### src/rtl/lfsr_pkg.sv
// Shared constants, FSM state type and next-state function for the 5-bit Galois LFSR.
package lfsr_pkg;

   localparam int LFSR_W = 5;

   // Feedback taps 5 and 3, XORed in when the bit shifted out is 1.
   localparam logic [LFSR_W-1:0] TAP_MASK = 5'b10100;

   // Value used after reset and whenever a zero seed is written.
   localparam logic [LFSR_W-1:0] DEFAULT_SEED = 5'h01;

   typedef enum logic {
      IDLE  = 1'b0,
      BURST = 1'b1
   } state_e;

   // One Galois step: shift right and fold the output bit back through the taps.
   function automatic logic [LFSR_W-1:0] lfsr_next(input logic [LFSR_W-1:0] q);
      return (q >> 1) ^ (q[0] ? TAP_MASK : '0);
   endfunction

endpackage

### src/rtl/lfsr5_step.sv
// 5-bit LFSR register with step enable and synchronous seed load.
// A zero seed would lock the LFSR, so it is replaced by DEFAULT_SEED.
module lfsr5_step
   import lfsr_pkg::*;
#(
   parameter logic [LFSR_W-1:0] RESET_SEED = DEFAULT_SEED
) (
   input  logic              clk,
   input  logic              reset,
   input  logic              en,
   input  logic              load,
   input  logic [LFSR_W-1:0] load_val,
   output logic [LFSR_W-1:0] q
);

   // Load has priority over stepping; zero seeds are substituted.
   always_ff @(posedge clk or posedge reset) begin
      if (reset) begin
         q <= RESET_SEED;
      end else if (load) begin
         q <= (load_val == '0) ? DEFAULT_SEED : load_val;
      end else if (en) begin
         q <= lfsr_next(q);
      end
   end

endmodule

### src/rtl/lfsr_share_sched.sv
// Round-robin scheduler sharing one LFSR among NREQ requesters.
// Stream handshake: a word transfers on any cycle where dvalid and dready are
// both high; dvalid never drops and dout never changes until that happens.
module lfsr_share_sched
   import lfsr_pkg::*;
#(
   parameter int                NREQ       = 4,
   parameter int                LEN_W      = 4,
   parameter logic [LFSR_W-1:0] RESET_SEED = DEFAULT_SEED
) (
   input  logic                    clk,
   input  logic                    reset,
   input  logic [NREQ-1:0]         req,
   input  logic [NREQ*LEN_W-1:0]   req_len,
   output logic [NREQ-1:0]         gnt,
   output logic [LFSR_W-1:0]       dout,
   output logic                    dvalid,
   input  logic                    dready,
   output logic                    done,
   input  logic                    seed_we,
   input  logic [LFSR_W-1:0]       seed,
   output logic                    seed_err,
   output state_e                  fsm_state
);

   localparam int IDX_W = (NREQ > 1) ? $clog2(NREQ) : 1;
   localparam int CNT_W = LEN_W + 1;

   state_e            state, state_n;
   logic [IDX_W-1:0]  ptr, ptr_n;
   logic [IDX_W-1:0]  win, win_n;
   logic [IDX_W-1:0]  pick, off;
   logic [NREQ-1:0]   rot;
   logic              any_req;
   logic [LEN_W-1:0]  len_raw;
   logic [CNT_W-1:0]  len_sel;
   logic [CNT_W-1:0]  cnt, cnt_n;
   logic [NREQ-1:0]   gnt_n;
   logic              done_n, seed_err_n;
   logic              beat;

   assign dvalid    = (state == BURST);
   assign beat      = dvalid && dready;
   assign fsm_state = state;

   // Rotate requests so the pointer sits at bit 0, take the lowest set bit, rotate back.
   always_comb begin
      rot     = '0;
      off     = '0;
      any_req = 1'b0;
      for (int k = 0; k < NREQ; k++) begin
         rot[k] = req[(int'(ptr) + k) % NREQ];
      end
      for (int k = NREQ - 1; k >= 0; k--) begin
         if (rot[k]) begin
            off     = IDX_W'(k);
            any_req = 1'b1;
         end
      end
      pick = IDX_W'((int'(off) + int'(ptr)) % NREQ);
   end

   // Winner's burst length; a zero field means the full 2**LEN_W beats.
   always_comb begin
      len_raw = req_len[int'(pick)*LEN_W +: LEN_W];
      len_sel = (len_raw == '0) ? CNT_W'(1 << LEN_W) : {1'b0, len_raw};
   end

   // Next-state, grant, counter and pulse outputs.
   always_comb begin
      state_n    = state;
      ptr_n      = ptr;
      win_n      = win;
      cnt_n      = cnt;
      gnt_n      = gnt;
      done_n     = 1'b0;
      seed_err_n = 1'b0;
      case (state)
         IDLE: begin
            if (any_req) begin
               state_n = BURST;
               win_n   = pick;
               gnt_n   = NREQ'(1) << pick;
               cnt_n   = len_sel;
            end
         end
         BURST: begin
            seed_err_n = seed_we;
            if (dready) begin
               cnt_n = cnt - 1'b1;
               if (cnt == CNT_W'(1)) begin
                  state_n = IDLE;
                  gnt_n   = '0;
                  done_n  = 1'b1;
                  ptr_n   = (int'(win) == NREQ - 1) ? '0 : win + 1'b1;
               end
            end
         end
      endcase
   end

   // Scheduler state registers.
   always_ff @(posedge clk or posedge reset) begin
      if (reset) begin
         state    <= IDLE;
         ptr      <= '0;
         win      <= '0;
         cnt      <= '0;
         gnt      <= '0;
         done     <= 1'b0;
         seed_err <= 1'b0;
      end else begin
         state    <= state_n;
         ptr      <= ptr_n;
         win      <= win_n;
         cnt      <= cnt_n;
         gnt      <= gnt_n;
         done     <= done_n;
         seed_err <= seed_err_n;
      end
   end

   // Seed writes are only honoured while idle; they override a same-cycle step.
   lfsr5_step #(
      .RESET_SEED (RESET_SEED)
   ) u_lfsr (
      .clk      (clk),
      .reset    (reset),
      .en       (beat),
      .load     (seed_we && (state == IDLE)),
      .load_val (seed),
      .q        (dout)
   );

endmodule
### config.mk
export PLATFORM = sky130hd
export DESIGN_NAME = lfsr_share_sched
export DESIGN_NICKNAME = d
export VERILOG_FILES = /design/src/rtl/lfsr_pkg.sv /design/src/rtl/lfsr5_step.sv /design/src/rtl/lfsr_share_sched.sv
export SDC_FILE = /design/constraint.sdc
export NUM_CORES = 1
export LEC_CHECK = 0
export BUFFER_PORTS_ARGS = -buffer_cell sky130_fd_sc_hd__buf_2
export CAP_MARGIN = 10
export CORE_MARGIN = 2
export CORE_UTILIZATION = 40
export DETAILED_ROUTE_END_ITERATION = 16
export GPL_ROUTABILITY_DRIVEN = 0
export SETUP_SLACK_MARGIN = 0.02
export SLEW_MARGIN = 20
export SYNTH_ARGS = -nofsm -noshare
export SYNTH_HDL_FRONTEND = slang
export SYNTH_SLANG_ARGS = --single-unit
### constraint.sdc
create_clock -name clk -period 3.52 [get_ports clk]
set_input_delay 0.352 -clock clk [delete_from_list [all_inputs] [get_ports clk]]
set_output_delay 0.352 -clock clk [all_outputs]
set_load 0.05 [all_outputs]
### Word level (Yosys, flattened, before mapping)

Cells that the tools add are included.

| word-level totals | value |
|---|---|
| bits in registers | 21 |
| bits of input ports | 29 |
| output and inout port bits | 13 |
| word-level logic and storage cells | 82 |

| cells by class | value |
|---|---|
| $add $sub $neg | 6 |
| magnitude comparators | 4 |
| eq/ne operators | 5 |
| shifts and indexed selects | 2 |
| mux-type cells | 40 |
| bitwise logic cells | 5 |
| reductions and logical operators | 12 |

Operators by type and width:

| operator | number |
|---|---|
| 5-bit two-way mux | 7 |
| 1-bit two-way mux | 18 |
| 16-bit by 5-bit variable part select with 4-bit output | 1 |
| 3-bit by 4-bit < comparator with 1-bit output (second input constant) | 3 |
| 4-bit two-way mux | 3 |
| 2-bit two-way mux | 5 |
| 5-bit case mux with 2 select lines | 1 |
| 1-bit binary-select mux with 2-bit select | 4 |
| 4-bit case mux with 2 select lines | 1 |
| 3-bit AND reduction | 2 |
| 2-bit OR reduction | 3 |
| 5-bit by 1-bit equality test with 1-bit output (second input constant) | 1 |
| 5-bit logical NOT | 1 |
| 5-bit by 1-bit subtractor with 5-bit output (second input constant) | 1 |
| 4-bit by 5-bit bitwise XOR with 5-bit output | 1 |
| 2-bit by 1-bit adder with 2-bit output (second input constant) | 2 |
| 2-bit adder (second input constant) | 2 |
| 4-bit logical NOT | 1 |
| 2-bit inequality test (second input constant) | 2 |
| 2-bit AND reduction | 2 |
| 1-bit by 2-bit left shift with 4-bit output (first input constant) | 1 |
| 1-bit AND (first input constant) | 3 |
| 2-bit by 3-bit < comparator with 1-bit output (second input constant) | 1 |
| 2-bit adder | 1 |
| other kinds (6) | 7 |

### Logic depth before layout (Yosys ltp)

Gate-level depths: netlist of the first run.

| depth | value |
|---|---|
| depth after elaboration | 16 |
| gate-level depth with buffers | 13 |
| gate-level depth less buffers | 11 |

### By module

A second synthesis of the first run with hierarchy kept.

| unflattened totals | value |
|---|---|
| cells, all modules | 163 |
| area total of the unflattened synthesis | 1,490.2 um^2 |

Modules (own cells, without submodules):

| module | instances | cells an instance | area each (um^2) | seq. area each (um^2) |
|---|---|---|---|---|
| lfsr_share_sched | 1 | 137 | 1,203.7 | 400.4 |
| lfsr5_step | 1 | 26 | 286.5 | 126.4 |

### Worst setup path before layout of the first run

Ideal clock, no wire load.

| path | value |
|---|---|
| kind | reg-to-reg |
| start point | register ptr[0] |
| end point | register cnt[0] |
| setup time | 0.133 ns |
| arrival | 2.510 ns |
| data required time | 3.387 ns |
| setup slack | 0.877 ns |
| stages on the path, launching flop included | 11 |
| path buffers | 3 |
| period minus slack after synthesis | 2.643 ns |
| cell sequence | dfrtp_1 > clkbuf_1 > or4_2 > nand3_1 > ha_1 > clkbuf_8 > clkbuf_1 > mux2i_1 > o22ai_1 > mux2i_1 > o211ai_1 |

| between the ends | value |
|---|---|
| word-level cells in the longest chain between the ends | 14 |
| elaborated cells on any way between the ends | 30 |
| classes of those cells | 4 x add/sub; 1 x eq/ne; 1 x shift; 22 x mux; 2 x reduce/logical |

Ends and longest elaborated chain:

| what | line | RTL |
|---|---|---|
| start, declared | lfsr_share_sched.sv:30 | `logic [IDX_W-1:0] ptr, ptr_n;` |
| start signal, assigned | lfsr_share_sched.sv:114 | `ptr <= ptr_n;` |
| 2-bit adder | lfsr_share_sched.sv:52 | `rot[k] = req[(int'(ptr) + k) % NREQ];` |
| 1-bit binary-select mux with 2-bit select | lfsr_share_sched.sv:52 |  |
| 1-bit two-way mux (not written as such) (2 in a row) | lfsr_share_sched.sv:52 |  |
| 2-bit two-way mux (4 in a row) | lfsr_share_sched.sv:55 | `if (rot[k]) begin` |
| 2-bit adder * | lfsr_share_sched.sv:60 | `pick = IDX_W'((int'(off) + int'(ptr)) % NREQ);` |
| net pick[0] | lfsr_share_sched.sv:32 | `logic [IDX_W-1:0] pick, off;` |
| 16-bit by 5-bit variable part select with 4-bit output * | lfsr_share_sched.sv:65 | `len_raw = req_len[int'(pick)*LEN_W +: LEN_W];` |
| 4-bit logical NOT | lfsr_share_sched.sv:66 | `len_sel = (len_raw == '0) ? CNT_W'(1 << LEN_W) : {1'b0, len_raw};` |
| 5-bit two-way mux * | lfsr_share_sched.sv:66 |  |
| 5-bit two-way mux * | lfsr_share_sched.sv:80 | `if (any_req) begin` |
| 5-bit case mux with 2 select lines * | lfsr_share_sched.sv:78 | `case (state)` |
| end signal, assigned | lfsr_share_sched.sv:116 | `cnt <= cnt_n;` |
| end, declared | lfsr_share_sched.sv:37 | `logic [CNT_W-1:0] cnt, cnt_n;` |

The timed path passes the listed nets; every way through them passes the cells marked *. The select of a mux whose other input is x is not followed.
A chain may end at the register's enable or synchronous reset.

### Worst setup path after layout of the first run

| path | value |
|---|---|
| start point | register ptr[0] |
| end point | register cnt[4] |

| between the ends | value |
|---|---|
| word-level cells in the longest chain between the ends | 14 |
| elaborated cells on any way between the ends | 30 |
| classes of those cells | 4 x add/sub; 1 x eq/ne; 1 x shift; 22 x mux; 2 x reduce/logical |

Ends and longest elaborated chain:

| what | line |
|---|---|
| 2-bit adder | lfsr_share_sched.sv:52 |
| 1-bit binary-select mux with 2-bit select | lfsr_share_sched.sv:52 |
| 1-bit two-way mux (not written as such) (2 in a row) | lfsr_share_sched.sv:52 |
| 2-bit two-way mux (4 in a row) | lfsr_share_sched.sv:55 |
| 2-bit adder * | lfsr_share_sched.sv:60 |
| net pick[0] | lfsr_share_sched.sv:32 |
| 16-bit by 5-bit variable part select with 4-bit output * | lfsr_share_sched.sv:65 |
| 4-bit logical NOT * | lfsr_share_sched.sv:66 |
| 5-bit two-way mux * | lfsr_share_sched.sv:66 |
| 5-bit two-way mux * | lfsr_share_sched.sv:80 |
| 5-bit case mux with 2 select lines * | lfsr_share_sched.sv:78 |

Marked as above.

==> impl_results.md, run 1 <==
- Status: complete, no violations
- Vias in the first global route: 1,297
- Finished Layout Cells: 251
- Capture point of the worst reg-to-reg path: cnt[4]
- FF-to-FF path depth: 7
- Reg power frac: 30.8%
- Top Ports: 42
- Chip height: 66.5 um
- Global route overflow: 0
- Routed Wire Length: 3410 um
- CTS buffer count: 3
- Routed Antenna Nets: 0
- Internal power: 0.773 mW
- Net Sw Power: 0.757 mW
- Sequential-to-total area share from yosys stat: 33.7%
- Synthesized area per cell: 9.13 sq um
- R2R setup slack: 650 ps
- Tcrit/Tclk final: 81.6%
- HPWL after DPL: 2680 um
- CP Cell Sequence: or4_2 > nand3_1 > ha_1 > nor3_1 > a22oi_1 > a221o_1 > a221oi_2
- Critical path required time: 3690 ps
- Core area: 3720 sq um
- Placed Area: 1720 sq um
- Synth Instances: 171
- P&R area growth vs syn: 13.1%
- Worst skew pair latency: 260 ps
- Tot GR Track Use: 16.9%
- Critical-path maximum fanout: 16
- Largest delay contributor family on the critical path: simple AND/OR/NAND/NOR gates
- Final instance area: 1770 sq um
- Clock transition at path regs: 80 ps
- Row cnt: 22
- Drt first-iter violations: 54
- Clock Tree Buf Depth: 2
- Final total power: 1.53 mW
- Crit start category: flip-flop
- Initial Util: 42.0%
- Critical Path AT: 3040 ps
- Final Slew Violations: 0
- Peak supply drop: 0.000386 V
- Switching part of the total: 49.5%
- CTS H-Tree Depth: 1
- Most frequent cells in the layout: 41 x buf_2, 20 x nor2_1, 20 x dfrtp_1
- Placed Instances: 247
- Syn_nets: 204
- CTS Hold Bufs: 0
- Share of the synthesized area in the top cell type: 32.1%
- Type of the worst setup path: flip-flop to flip-flop
- Largest net degree at the start of global routing: 22
- Post-synth EDFFs: 0
- Slew @ Worst Pin: 802 ps
- Number of max-cap violations: 0
- Logic pwr share: 58.7%
- Mapped Area: 1560 sq um
- Synth Register Bits: 21
- Setup TNS: 0 ps
- # port buffers: 41
- First-pass DRT Iterations: 4
- Top_reg_cell synth: dfrtp_1
- Final Util: 47.5%
- First-pass GRT wire length: 5770 um
- Clock power share: 10.5%
- Slowest cell on the critical path: or4_2
- Cell count along the critical path: 7
- Clock root cell: clkbuf_8
- Leakage power: 0.778 nW
- RSZ-0062 raised after global routing: false
- Vias per cell: 5.50
- Ranking of synthesized cells by area: dfrtp_1 32%, mux2i_1 9.0%, nor2_1 4.8%
- Post-CTS setup buffers: 0
- CTS tree: done
- Drt drc: 0
- Worst hold path type: input pin to asynchronous set/reset pin
- Asr flop ratio synth: 100%
- Die X: 66.5 um
- Power per standard cell area: 866 nW/um^2
- # nets final: 237
- Largest stage delay, worst path: 710 ps
- Die ar.: 4420 sq um
- Crit. Startpoint: ptr[0]
- Layout cells sized above 1: 28.1%
- Ant diodes: 0
- Initial antenna violation count: 0
- Most common cell after layout, fill and taps aside: buf_2
- Synth warn: 0
- Fmax: 348 MHz
- # clock sinks: 21
- Post-CTS sizing: 0
- Vias: 1,380
- Worst r2r src: ptr[0]
- Endpoints failing hold: 0
- Slew margin rel.: 46.5%
- Cell variety after synth: 43
- Critical path endpoint category: flip-flop
- Setup-failing EPs final: 0
- Clk_skew: 5.66 ps
- Min cycle time layout: 2870 ps
- WL/cell: 13.6 um
- Crit path buffers/inverters: 0
- Top cell type by total area after synthesis: dfrtp_1
==> kinds of logic after synthesis <==
family | count (synthesis) | synth area share (%)
compound gates | 41 | 19.1
xor+xnor | 6 | 3.85
fa+ha+maj | 4 | 3.21
buf+inv | 16 | 7.77
flops | 21 | 33.7
mux | 19 | 12.6
simple gates | 64 | 19.8
==> final cells by class <==
class	instances	area [sq um]
fill	376	1950
multi-input combinational	134	913
sequential	21	527
timing repair buffer	41	205
tap	48	60.1
clock buffer	3	41.3
inverter	3	11.3
clock inverter	1	7.51
==> synth_stat cells (2+ instances only) <==
master	instances
dfrtp_1	20
nor2_1	20
nand2_1	18
mux2i_1	14
o22ai_1	8
a21oi_1	6
nor3_1	6
o21ai_0	6
buf_6	5
clkbuf_1	5
nand3_1	5
ha_1	4
nor4_1	4
o211ai_1	4
xnor2_1	4
a211oi_1	3
a22oi_1	3
inv_1	3
mux2_2	3
nor2b_1	3
o21ai_1	3
clkbuf_8	2
mux2_1	2
==> how the worst max path moves through the flow <==
stage               endpoint  slack, ps
floorplan             cnt[0]        880
global placement      cnt[4]        770
detailed placement    cnt[4]        670
CTS                   cnt[4]        650
global route          cnt[4]        440
finish                cnt[4]        650
==> sequential cells by signal, summed over array words and instances (netlist names) <==
name	cells
u_lfsr.q	5
cnt	5
seed_err	1
ptr	2
win	2
done	1
dvalid	1
gnt	4
==> routing by layer <==
metal / GRT usage, % / vias to the layer above / wire length, um
met5: 0 / - / 0
li1: - / 683 / -
met4: 5.36 / 0 / 36
met2: 29.8 / 42 / 1660
met1: 21.3 / 651 / 1550
met3: 2.20 / 4 / 170
==> worst reg2reg max path: stages (launching register included) <==
cell and delay (ps):
dfrtp_1 500, or4_2 710, nand3_1 110, ha_1 450
nor3_1 270, a22oi_1 130, a221o_1 390, a221oi_2 210
==> power groups by stage <==
stage | clock, mW | sequential, mW | combinational (mW)
CTS | 0.168 | 0.474 | 0.907
detailed placement | 0 | 0.475 | 0.904
floorplan | 0 | 0.616 | 0.621
finish | 0.161 | 0.471 | 0.898
global route | 0.181 | 0.490 | 0.991
global placement | 0 | 0.468 | 0.888
==> stage by stage <==
stage | setup WS [ps] | hold WS, ps
3_5_place_dp | 672 | 492
6_report | 646 | 229
3_3_place_gp | 768 | 475
2_1_floorplan | 877 | 328
4_1_cts | 653 | 257
5_1_grt | 436 | 309
Power figures use the tool's default switching activity.
==> run 2, diff against run 1 <==
Settings changed: ABC_AREA set to 1.
Clock period 3.52 ns to 2.8 ns, I/O delays scaled along.
==> impl_results.md, run 2 <==
- Core area: 3420 sq um (was 3720 sq um)
- Most frequent cells in the layout: 57 x nand2_1, 41 x buf_2, 19 x inv_1, 19 x dfrtp_1, 18 x o21ai_0 (was 41 x buf_2, 20 x nor2_1, 20 x dfrtp_1)
- # nets final: 265 (was 237)
- Worst skew pair latency: 310 ps (was 260 ps)
- Synth warn: 0 (unchanged)
- Drt drc: 0 (unchanged)
- Placed Instances: 273 (was 247)
- Mapped Area: 1450 sq um (was 1560 sq um)
- Critical path endpoint category: flip-flop (unchanged)
- Critical-path maximum fanout: 11 (was 16)
- # port buffers: 41 (unchanged)
- Top Ports: 42 (unchanged)
- Critical Path AT: 2670 ps (was 3040 ps)
- Crit start category: flip-flop (unchanged)
- Final total power: 1.92 mW (was 1.53 mW)
- Routed Antenna Nets: 0 (unchanged)
- Largest net degree at the start of global routing: 22 (unchanged)
- Endpoints failing hold: 0 (unchanged)
- Tcrit/Tclk final: 89.0% (was 81.6%)
- Crit path buffers/inverters: 1 (was 0)
- Fmax: 401 MHz (was 348 MHz)
- FF/Latch Area: 528 sq um (was 527 sq um)
- Ranking of synthesized cells by area: dfrtp_1 35%, nand2_1 15%, o21ai_0 6.2% (was dfrtp_1 32%, mux2i_1 9.0%, nor2_1 4.8%)
- Post-CTS setup buffers: 0 (unchanged)
- Share of the synthesized area in the top cell type: 34.6% (was 32.1%)
- Status: complete, no violations (unchanged)
- CTS Hold Bufs: 0 (unchanged)
- RSZ-0062 raised after global routing: false (unchanged)
- Final setup margin: 307 ps (was 646 ps)
- Global route overflow: 0 (unchanged)
- WL/cell: 11.3 um (was 13.6 um)
- Power per standard cell area: 1130 nW/um^2 (was 866 nW/um^2)
- Cell variety after synth: 35 (was 43)
- Placement Setup Slack: 179 ps (was 672 ps)
- Leakage power: 0.906 nW (was 0.778 nW)
- Syn_nets: 223 (was 204)
- Row cnt: 21 (was 22)
- Asr flop ratio synth: 100% (unchanged)
- Clock Tree Buf Depth: 2 (unchanged)
- First-pass DRT Iterations: 4 (unchanged)
- Min cycle time layout: 2490 ps (was 2870 ps)
- Vias per cell: 4.87 (was 5.50)
- Synthesized area per cell: 7.62 sq um (was 9.13 sq um)
- Final instance area: 1700 sq um (was 1770 sq um)
- Number of max-cap violations: 0 (unchanged)
- CTS H-Tree Depth: 1 (unchanged)
- Placed Area: 1680 sq um (was 1720 sq um)
- Fill count: 353 (was 376)
- HPWL after DPL: 2390 um (was 2680 um)
- Most common cell after layout, fill and taps aside: nand2_1 (was buf_2)
- Slew @ Worst Pin: 800 ps (was 802 ps)
- Routed Wire Length: 3120 um (was 3410 um)
- Initial antenna violation count: 0 (unchanged)
- Vias in the first global route: 1,224 (was 1,297)
- Type of the worst setup path: flip-flop to flip-flop (unchanged)
- Final Slew Violations: 0 (unchanged)
- Sequential-to-total area share from yosys stat: 36.4% (was 33.7%)
- Area of the multi-input gates: 791 sq um (was 913 sq um)
- Largest regs: cnt: 5 flops, u_lfsr.q: 5 flops, gnt: 4 flops (unchanged)
- Largest stage delay, worst path: 520 ps (was 710 ps)
- Slowest cell on the critical path: dfrtp_2 (was or4_2)
- Top-count cell post-synth: nand2_1
- Drt first-iter violations: 59 (was 54)
- Synth Instances: 190 (was 171)
- Clock root cell: clkbuf_4 (was clkbuf_8)
- Die ar.: 4120 sq um (was 4420 sq um)
- Top_reg_cell synth: dfrtp_1 (unchanged)
- Synth Register Bits: 21 (unchanged)
- Ant diodes: 0 (unchanged)
- # clock sinks: 21 (unchanged)
- Most frequent cells after synthesis: 57 x nand2_1, 20 x dfrtp_1, 19 x inv_1 (was 20 x dfrtp_1, 20 x nor2_1, 18 x nand2_1)
- Tot GR Track Use: 16.1% (was 16.9%)
- Die X: 64.2 um (was 66.5 um)
- Chip height: 64.2 um (was 66.5 um)
- Setup-failing EPs final: 0 (unchanged)
- Peak supply drop: 0.000555 V (was 0.000386 V)
- Largest delay contributor family on the critical path: simple AND/OR/NAND/NOR gates (unchanged)
- Most used cell, CP: nand2_1
- Worst hold path type: input pin to asynchronous set/reset pin (unchanged)
- CP Cell Sequence: inv_6 > nand2_1 > nand2_1 > nand2_1 > nand2_2 > a31oi_1 > nor2_1 > ha_1 > mux2_2 > nand3_1 > nand3_2 > o211ai_1 > o21ai_0 (was or4_2 > nand3_1 > ha_1 > nor3_1 > a22oi_1 > a221o_1 > a221oi_2)
- First-pass GRT wire length: 5290 um (was 5770 um)
- Post-synth EDFFs: 0 (unchanged)
- Layout cells sized above 1: 31.6% (was 28.1%)
- Clock transition at path regs: 120 ps (was 80 ps)
- Clk_skew: 7.80 ps (was 5.66 ps)
- P&R area growth vs syn: 17.7% (was 13.1%)
- Finished Layout Cells: 277 (was 251)
- CTS tree: done (unchanged)
- Vias: 1,349 (was 1,380)
- Setup TNS: 0 ps (unchanged)
- Critical path required time: 2980 ps (was 3690 ps)
- Final Util: 49.9% (was 47.5%)
- CTS buffer count: 3 (unchanged)
- Post-CTS sizing: 0 (unchanged)
- Worst hold slack: 100 ps (was 229 ps)
- Slew margin rel.: 46.6% (was 46.5%)
- Initial Util: 42.4% (was 42.0%)
- Top cell type by total area after synthesis: dfrtp_1 (unchanged)
==> run 2: layer usage <==
layer / track usage, % / share of wire, %
met1: 21.7 / 48
met2: 25.9 / 43
met3: 2.82 / 7.8
met4: 5.59 / 1.3
met5: 0 / 0
==> run 2: cell type report <==
type | count | share of cell area [%]
Sequential cell | 21 | 31.0
Timing Repair Buffer | 41 | 12.0
Multi-Input combinational cell | 142 | 46.4
Tap cell | 46 | 3.38
Clock buffer | 4 | 1.54
Inverter | 23 | 5.65
==> run 2: logic make-up after synthesis <==
family	synth area share, %
xor+xnor	1.21
flops	36.4
fa+ha+maj	3.46
buf+inv	8.99
compound gates	12.7
mux	6.14
simple gates	31.1
==> run 2: worst paths after layout <==
kind | from | endpoint | slack (ps) | cells after the start
worst max-delay path | ptr[0] | cnt[0] | 310 | 13
worst min-delay path | reset | u_lfsr.q[4] | 100 | 2
worst max register to register | ptr[0] | cnt[0] | 310 | 13
worst min register to register | win[0] | ptr[0] | 500 | 1
max in group asynchronous | reset | ptr[0] | 2140 | 2
min in group clk | seed_we | seed_err | 170 | 3
==> run 2: worst reg2reg max path, stage by stage, from the launching register on <==
cell      delay [ps]
dfrtp_2          520
inv_6             70
nand2_1           60
nand2_1           60
nand2_1           80
nand2_2           90
a31oi_1          150
nor2_1            60
ha_1             500
mux2_2           380
nand3_1          100
nand3_2          100
o211ai_1          90
o21ai_0          120
==> run 2: power by group <==
part           switching [mW]  internal, mW  leakage (nW)
Sequential              0.101         0.419         0.253
Combinational           0.806         0.446         0.638
Clock                  0.0940        0.0555        0.0150
Total                    1.00         0.921         0.906
